<file path="config.mk">
export PLATFORM = sky130hd
export DESIGN_NAME = fpalu_mul_pipe
export DESIGN_NICKNAME = d
export VERILOG_FILES = /design/src/rtl/fpalu_pkg.sv /design/src/rtl/fpalu_round_norm.sv /design/src/rtl/fpalu_mul_pipe.sv
export SDC_FILE = /design/constraint.sdc
export NUM_CORES = 2
export LEC_CHECK = 0
export CORE_ASPECT_RATIO = 1.75
export CORE_UTILIZATION = 28
export DETAILED_ROUTE_END_ITERATION = 6
export PLACE_DENSITY = 0.55
export SETUP_SLACK_MARGIN = 0.4
export SLEW_MARGIN = 20
export SYNTH_ARGS = -nofsm -noshare
export SYNTH_HDL_FRONTEND = slang
export SYNTH_SLANG_ARGS = --single-unit
</file>
<file path="constraint.sdc">
create_clock -name clk -period 10.2 [get_ports clk]
set_input_delay 2.04 -clock clk [delete_from_list [all_inputs] [get_ports clk]]
set_output_delay 2.04 -clock clk [all_outputs]
set_load 0.1 [all_outputs]
</file>
<file path="src/rtl/fpalu_pkg.sv">
// Shared definitions for the FP ALU datapaths: default formats, operand
// classes, flag bit positions and the canonical quiet-NaN pattern.
package fpalu_pkg;
  localparam int DEF_EXP_W = 8;
  localparam int DEF_MAN_W = 23;
  localparam int BIAS      = (1 << (DEF_EXP_W - 1)) - 1;
  localparam int FW        = 1 + DEF_EXP_W + DEF_MAN_W;

  typedef enum logic [1:0] {CLS_ZERO, CLS_NORM, CLS_INF, CLS_NAN} fcls_t;

  localparam int FLG_INX = 0;
  localparam int FLG_UNF = 1;
  localparam int FLG_OVF = 2;
  localparam int FLG_INV = 3;

  // {0, all-ones exponent, quiet bit, zeros}, right-aligned in 64 bits
  function automatic logic [63:0] qnan_word(input int exp_w, input int man_w);
    logic [63:0] w;
    w = '0;
    for (int i = 0; i < exp_w; i++) w[man_w+i] = 1'b1;
    w[man_w-1] = 1'b1;
    return w;
  endfunction
endpackage

</file>
<file path="src/rtl/fpalu_round_norm.sv">
// Combinational normalise / round / pack with special-value and exception
// resolution; takes a raw significand product and an unbiased-sum exponent.
module fpalu_round_norm import fpalu_pkg::*; #(
  parameter  int EXP_W = DEF_EXP_W,
  parameter  int MAN_W = DEF_MAN_W,
  localparam int W     = 1 + EXP_W + MAN_W,
  localparam int PW    = 2 * MAN_W + 2,
  localparam int EW    = EXP_W + 2
) (
  input  logic                 sign,
  input  fcls_t                ca,
  input  fcls_t                cb,
  input  logic signed [EW-1:0] esum,
  input  logic [PW-1:0]        prod,
  input  logic                 rnd_mode,
  output logic [W-1:0]         result,
  output logic [3:0]           flags
);
  localparam logic [63:0]          QNAN = qnan_word(EXP_W, MAN_W);
  localparam logic signed [EW-1:0] EMAX = EW'((1 << EXP_W) - 1);

  logic [PW-2:0]        pn;
  logic signed [EW-1:0] e1, e2;
  logic [MAN_W-1:0]     frac, fr;
  logic                 g, s, inc, carry;
  logic                 is_nan, is_inf, is_zero;

  always_comb begin
    // hidden bit lands at pn's MSB+1 either way; shifted-out bit is always 0
    pn    = prod[PW-1] ? prod[PW-2:0] : {prod[PW-3:0], 1'b0};
    e1    = esum + EW'(prod[PW-1]);
    frac  = pn[PW-2 -: MAN_W];
    g     = pn[MAN_W];
    s     = |pn[MAN_W-1:0];
    inc   = !rnd_mode && g && (s || frac[0]);
    {carry, fr} = {1'b0, frac} + {{MAN_W{1'b0}}, inc};
    e2    = e1 + EW'(carry);

    is_nan  = (ca == CLS_NAN) || (cb == CLS_NAN) ||
              (ca == CLS_INF && cb == CLS_ZERO) || (ca == CLS_ZERO && cb == CLS_INF);
    is_inf  = (ca == CLS_INF) || (cb == CLS_INF);
    is_zero = (ca == CLS_ZERO) || (cb == CLS_ZERO);

    result = {sign, e2[EXP_W-1:0], fr};
    flags  = '0;
    flags[FLG_INX] = g | s;
    if (is_nan) begin
      result = QNAN[W-1:0];
      flags  = '0;
      flags[FLG_INV] = 1'b1;
    end else if (is_inf) begin
      result = {sign, {EXP_W{1'b1}}, {MAN_W{1'b0}}};
      flags  = '0;
    end else if (is_zero) begin
      result = {sign, {(W-1){1'b0}}};
      flags  = '0;
    end else if (e2 >= EMAX) begin
      result = rnd_mode ? {sign, {(EXP_W-1){1'b1}}, 1'b0, {MAN_W{1'b1}}}
                        : {sign, {EXP_W{1'b1}}, {MAN_W{1'b0}}};
      flags  = '0;
      flags[FLG_OVF] = 1'b1;
      flags[FLG_INX] = 1'b1;
    end else if (e2[EW-1] || e2 == '0) begin
      // flush-to-zero; both operands are normal here so the product is nonzero
      result = {sign, {(W-1){1'b0}}};
      flags  = '0;
      flags[FLG_UNF] = 1'b1;
      flags[FLG_INX] = 1'b1;
    end
  end
endmodule

</file>
<file path="src/rtl/fpalu_mul_pipe.sv">
// Three-stage pipelined FP multiplier: classify/exponent, significand
// product, normalise/round. All stages stall together on output backpressure.
module fpalu_mul_pipe import fpalu_pkg::*; #(
  parameter  int EXP_W = DEF_EXP_W,
  parameter  int MAN_W = DEF_MAN_W,
  localparam int W     = 1 + EXP_W + MAN_W
) (
  input  logic         clk,
  input  logic         rst_n,
  input  logic         in_valid,
  output logic         in_ready,
  input  logic [W-1:0] a,
  input  logic [W-1:0] b,
  input  logic         rnd_mode,
  output logic         out_valid,
  input  logic         out_ready,
  output logic [W-1:0] result,
  output logic [3:0]   flags
);
  localparam int STAGES = 3;
  localparam int SW     = MAN_W + 1;
  localparam int PW     = 2 * SW;
  localparam int EW     = EXP_W + 2;
  localparam logic signed [EW-1:0] BIAS_S = EW'((1 << (EXP_W - 1)) - 1);

  typedef struct packed {
    logic                 sign;
    fcls_t                ca;
    fcls_t                cb;
    logic signed [EW-1:0] esum;
    logic                 rnd;
  } ctl_t;

  function automatic fcls_t classify(input logic [EXP_W-1:0] e, input logic [MAN_W-1:0] f);
    if (e == '0) return CLS_ZERO;
    if (&e)      return (f == '0) ? CLS_INF : CLS_NAN;
    return CLS_NORM;
  endfunction

  logic [STAGES:1] vld_pipe;
  logic            adv;
  ctl_t            ctl_d, s1_ctl, s2_ctl;
  logic [SW-1:0]   siga_d, sigb_d, s1_siga, s1_sigb;
  logic [PW-1:0]   s2_prod;
  logic [W-1:0]    rn_result;
  logic [3:0]      rn_flags;

  assign out_valid = vld_pipe[STAGES];
  assign adv       = !out_valid || out_ready;
  assign in_ready  = adv;

  always_comb begin
    ctl_d      = '0;
    ctl_d.sign = a[W-1] ^ b[W-1];
    ctl_d.ca   = classify(a[W-2:MAN_W], a[MAN_W-1:0]);
    ctl_d.cb   = classify(b[W-2:MAN_W], b[MAN_W-1:0]);
    ctl_d.esum = $signed({2'b00, a[W-2:MAN_W]}) + $signed({2'b00, b[W-2:MAN_W]}) - BIAS_S;
    ctl_d.rnd  = rnd_mode;
    // subnormal fractions flush here; inf/NaN significands are don't-care
    siga_d     = (ctl_d.ca == CLS_NORM) ? {1'b1, a[MAN_W-1:0]} : '0;
    sigb_d     = (ctl_d.cb == CLS_NORM) ? {1'b1, b[MAN_W-1:0]} : '0;
  end

  fpalu_round_norm #(.EXP_W(EXP_W), .MAN_W(MAN_W)) u_rn (
    .sign     (s2_ctl.sign),
    .ca       (s2_ctl.ca),
    .cb       (s2_ctl.cb),
    .esum     (s2_ctl.esum),
    .prod     (s2_prod),
    .rnd_mode (s2_ctl.rnd),
    .result   (rn_result),
    .flags    (rn_flags)
  );

  always_ff @(posedge clk or negedge rst_n) begin
    if (!rst_n) begin
      vld_pipe <= '0;
      s1_ctl   <= '0;
      s1_siga  <= '0;
      s1_sigb  <= '0;
      s2_ctl   <= '0;
      s2_prod  <= '0;
      result   <= '0;
      flags    <= '0;
    end else if (adv) begin
      vld_pipe <= {vld_pipe[STAGES-1:1], in_valid};
      s1_ctl   <= ctl_d;
      s1_siga  <= siga_d;
      s1_sigb  <= sigb_d;
      s2_ctl   <= s1_ctl;
      s2_prod  <= s1_siga * s1_sigb;
      result   <= rn_result;
      flags    <= rn_flags;
    end
  end
endmodule

</file>
# Word level (Yosys, flattened, before mapping)
# Cells that the tools add are included.
# word_totals
register_bits	167
input_bits	69
output_inout_bits	38
word_cells	85
# classes
addsub	5
multipliers	1
order_cmp	1
n_eq_ne	6
n_mux	30
bitwise	2
reduce_logical	24
# ops
operator	count
two-way mux 31 bit	4
two-way mux 24 bit	3
multiplier 24 x 24 -> 48 bit	1
two-way mux 47 bit	1
logical NOT 23 bit	2
two-way mux 32 bit	1
adder 23 x 1 -> 24 bit	1
OR reduction 23 bit	1
adder 10 x 1 -> 10 bit	2
two-way mux 2 bit	9
logical NOT 8 bit	2
two-way mux 4 bit	4
AND reduction 8 bit	2
greater-or-equal comparator 10 x 9 -> 1 bit, second input constant	1
logical NOT 10 bit	1
subtractor 9 x 7 -> 10 bit, second input constant	1
adder 8 x 8 -> 9 bit	1
equality test 2 bit, second input constant	4
logical OR 1 bit	8
two-way mux 1 bit	8
equality test 2 x 1 -> 1 bit, second input constant	2
logical AND 1 bit	4
logical NOT 2 bit	2
logical NOT 1 bit	2
2 further kinds	2

# Depth between registers and ports, before layout
# depth
word_depth	13
depth_mapped	26
depth_no_buf	24

# By module
# A second synthesis with hierarchy kept.
# hier_totals
hier_cells	3132
hier_area_um2	27704.1
# by_module_without_submodules
module	instances	cells_per_inst	area_per_inst_um2	seq_area_each_um2
fpalu_mul_pipe	1	2823	25594.5	4179.0
fpalu_round_norm	1	309	2109.5	0.0

# Worst setup path before layout
# No wires, ideal clock.
# synth_path
path_type	register to register
from	register s1_sigb[15]
to	register s2_prod[45]
setup_ns	0.130
t_arrival_ns	6.395
t_required_ns	10.070
setup_slack_ns	3.676
stages_incl_launch_ff	26
n_path_buf	3
synth_period_minus_slack_ns	6.524
path_cell_list	dfrtp_1 clkbuf_1 clkbuf_1 nand2_1 fa_1 inv_1 fa_1 inv_1 fa_1 inv_1 fa_1 fa_1 fa_1 inv_1 fa_1 inv_1 ha_1 buf_2 and4_1 a2bb2oi_1 o211ai_1 a32o_1 o32a_2 a41oi_1 xor2_1 o21ai_1
# synth_via
elab_chain_cells	1
# synth_lines
element	line_no	text
start, declared	fpalu_mul_pipe.sv:43	logic [SW-1:0] siga_d, sigb_d, s1_siga, s1_sigb;
start signal, assigned	fpalu_mul_pipe.sv:89	s1_sigb <= sigb_d;
multiplier 24 x 24 -> 48 bit	fpalu_mul_pipe.sv:91	s2_prod <= s1_siga * s1_sigb;
end signal, assigned	fpalu_mul_pipe.sv:91	
end, declared	fpalu_mul_pipe.sv:44	logic [PW-1:0] s2_prod;
# No other way between the ends.
# A chain may end at the register's enable or synchronous reset.

# Final worst setup path
# Ends and elaborated chain as after synthesis.

==> results.toml <==
[status]
outcome = "complete, but fails checks"
violations = "design-rule violations"

[sta]
finalCritPeriodShare_pct = 79.1
fmax_mhz = 124
slew_headroom_pct = 21.9
slew_violations = 0
hold_violations = 0
finalSetupTns_ps = 0
period_minus_slack_ps = 8060
holdWs_ps = 465
tightest_slew_ps = 1170
clock_skew_ps = 20.0
finalSetupViolCount = 0
rsz0062_at_grt = "false"

[logic_synthesis]
postSynthAreaPerCell_um2 = 8.99
synth_edf_count = 0
synth_cell_types = 85
synth_area_um2 = 27200
synthTopCellsByArea = "fa_1 (36%), dfrtp_1 (15%), ha_1 (8.8%)"
synth_top_area_share_pct = 35.6
synth_top_cell_by_area = "fa_1"
ys_ff_latch = 167
synthesis.nets = 3775
synth_async_sr_flop_share_pct = 100
synth_flop_cell = "dfrtp_1"
synth_seq_area_share_pct = 15.3
yosys_warnings = 0
syn-instance-count = 3030

[grt]
grt.total_usage_pct = 16.4
grt_first_pass_wirelength_um = 126000
use_met1_pct = 18.7
grt_pass1_vias = 22442
grtUsageMet2_pct = 31.3
grt_max_degree = 159
grt-busiest-layer = "met2"
met3_usage_pct = 1.91
overflow = 0
antenna_found_initial = 0

[worst_hold_path]
hp-class = "reg -> reg"

[cells_and_area]
nets = 3761
drive_gt1_share_pct = 3.30
nFillCells = 10153
fin_cells = 4329
layout_commonest_cell = "inv_1"
syn_to_final_growth_pct = 10.5
layout_common_cells = "inv_1 (571), nand2_1 (487), fa_1 (484)"
antenna_cells = 0

[clock_network]
cts_sinks = 167
clk_path_buf_depth = 2
hold_buffers = 0
cts_buffers = 17
clkSlewWorstSetupHoldPaths_ps = 80
cts-htree-levels = 4
cts_resized = 0
cts_tree = "done"
postCtsSetupRepairBufs = 0
root_buffer = "clkbuf_16"
worstSkewPairLatency_ps = 490

[flow_run]
cap_violations = 0

[floorplanning]
boundaryPins = 107
core_um2 = 96500
rows = 151
die_h_um = 415
start_util_pct = 28.2
die_area_um2 = 98600
fp.dieW_um = 238

[critical_path]
path_buf_inv = 5
cpMaxStageDelayCell = "dfrtp_1"
path_class = "reg -> reg"
cp.arrival_ps = 8410
cpPeakStageDelay_ps = 1120
cp-start-kind = "flip-flop"
endpoint_kind = "flip-flop"
critical_path.top_delay_family = "adder cells"
crit_fanout = 25
crit_top_cell = "fa_1"
worstPathRequired_ps = 10540
cp_cell_sequence = "nand2_1 > fa_1 > inv_1 > fa_1 > inv_1 > fa_1 > inv_1 > fa_1 > fa_1 > fa_1 > inv_1 > fa_1 > inv_1 > ha_1 > nand2_1 > nor4_1 > nand3_1 > a31oi_1 > o32a_2 > a41oi_1 > xor2_1 > o21ai_1"

[detailed_routing]
ant_nets = 0
vias = 20103
avgRoutedWirePerCell_um = 17.6
drt-pass1-iter-count = 7
totalWireLength_um = 76100
vias_per_cell = 4.64
drc_errors = 2
drt-initial-drc-count = 849

[placement]
port-buffer-count = 106
dp_hpwl_um = 61200
dpl.cell_count = 4297
place.gp.congestion = 0.865
[worst min-delay path: cells and delay by family, from the launching register on]
family / cells / cell delay [ps]
flops: 1 / 340
simple gates: 2 / 100
[Yosys cell counts (17+ instances only)]
cell,instances
nor4_1,20
xnor2_1,37
o21ai_0,58
xor2_1,43
and2_1,296
a21o_1,25
nand2_1,487
fa_1,484
dfrtp_1,167
ha_1,192
a22o_1,50
nand3_1,29
a21oi_1,96
nand4_1,17
nor2_1,84
inv_1,571
clkbuf_1,146
[cell type report]
type | count | area [µm²] | share of cell area (%)
Multi-Input combinational cell | 2127 | 20300 | 67.4
Sequential cell | 167 | 4180 | 13.9
Inverter | 573 | 2150 | 7.15
Tap cell | 1300 | 1630 | 5.41
Timing Repair Buffer | 130 | 1250 | 4.16
Clock buffer | 17 | 425 | 1.41
Clock inverter | 15 | 164 | 0.545
[cell families after synthesis]
family	synth area share (%)
AOI/OAI and AO/OA	8.47
xor gates and xnor gates	2.57
adders and majority gates	44.4
buffers and inverters	10.2
DFF	15.3
muxes	0.795
and+or+nand+nor	18.2
[metrics by stage]
| stage | utilization [%] | worst slack [ps] | area, µm² |
|---|---|---|---|
| 2_1_floorplan | - | 3680 | 27200 |
| 3_3_place_gp | 30.5 | 2230 | 29500 |
| 3_5_place_dp | 30.5 | 2270 | 29500 |
| 4_1_cts | 31.2 | 2190 | 30100 |
| 5_1_grt | 31.2 | 1850 | 30100 |
| 6_report | 31.2 | 2140 | 30100 |
[worst paths after layout]
| path | start | slack [ps] | to | cells after the start |
|---|---|---|---|---|
| setup / recovery | s1_sigb[15] | 2140 | s2_prod[45] | 22 |
| hold / removal | vld_pipe[2] | 460 | vld_pipe[2] | 2 |
| setup reg to reg | s1_sigb[15] | 2140 | s2_prod[45] | 22 |
| hold reg to reg | vld_pipe[2] | 460 | vld_pipe[2] | 2 |
| max in group asynchronous | rst_n | 6970 | s1_siga[17] | 2 |
| min in group asynchronous | rst_n | 1690 | s1_sigb[0] | 1 |
[registers in the layout, indices dropped and copies added, names as in the netlist]
signal    count
s2_ctl       16
vld_pipe      3
s1_ctl       16
flags         4
s1_siga      24
s1_sigb      24
s2_prod      48
result       32
[metal layers]
metal  wire (µm)  vias to the layer above
li1            -                     9278
met1       30100                    10330
met2       41900                      381
met3        2330                      114
met4        1830                        0
met5           0                        -
Power is left out: the tool's default activity adds up to more than one toggle a clock period on the data nets, which glitch-free logic cannot reach.
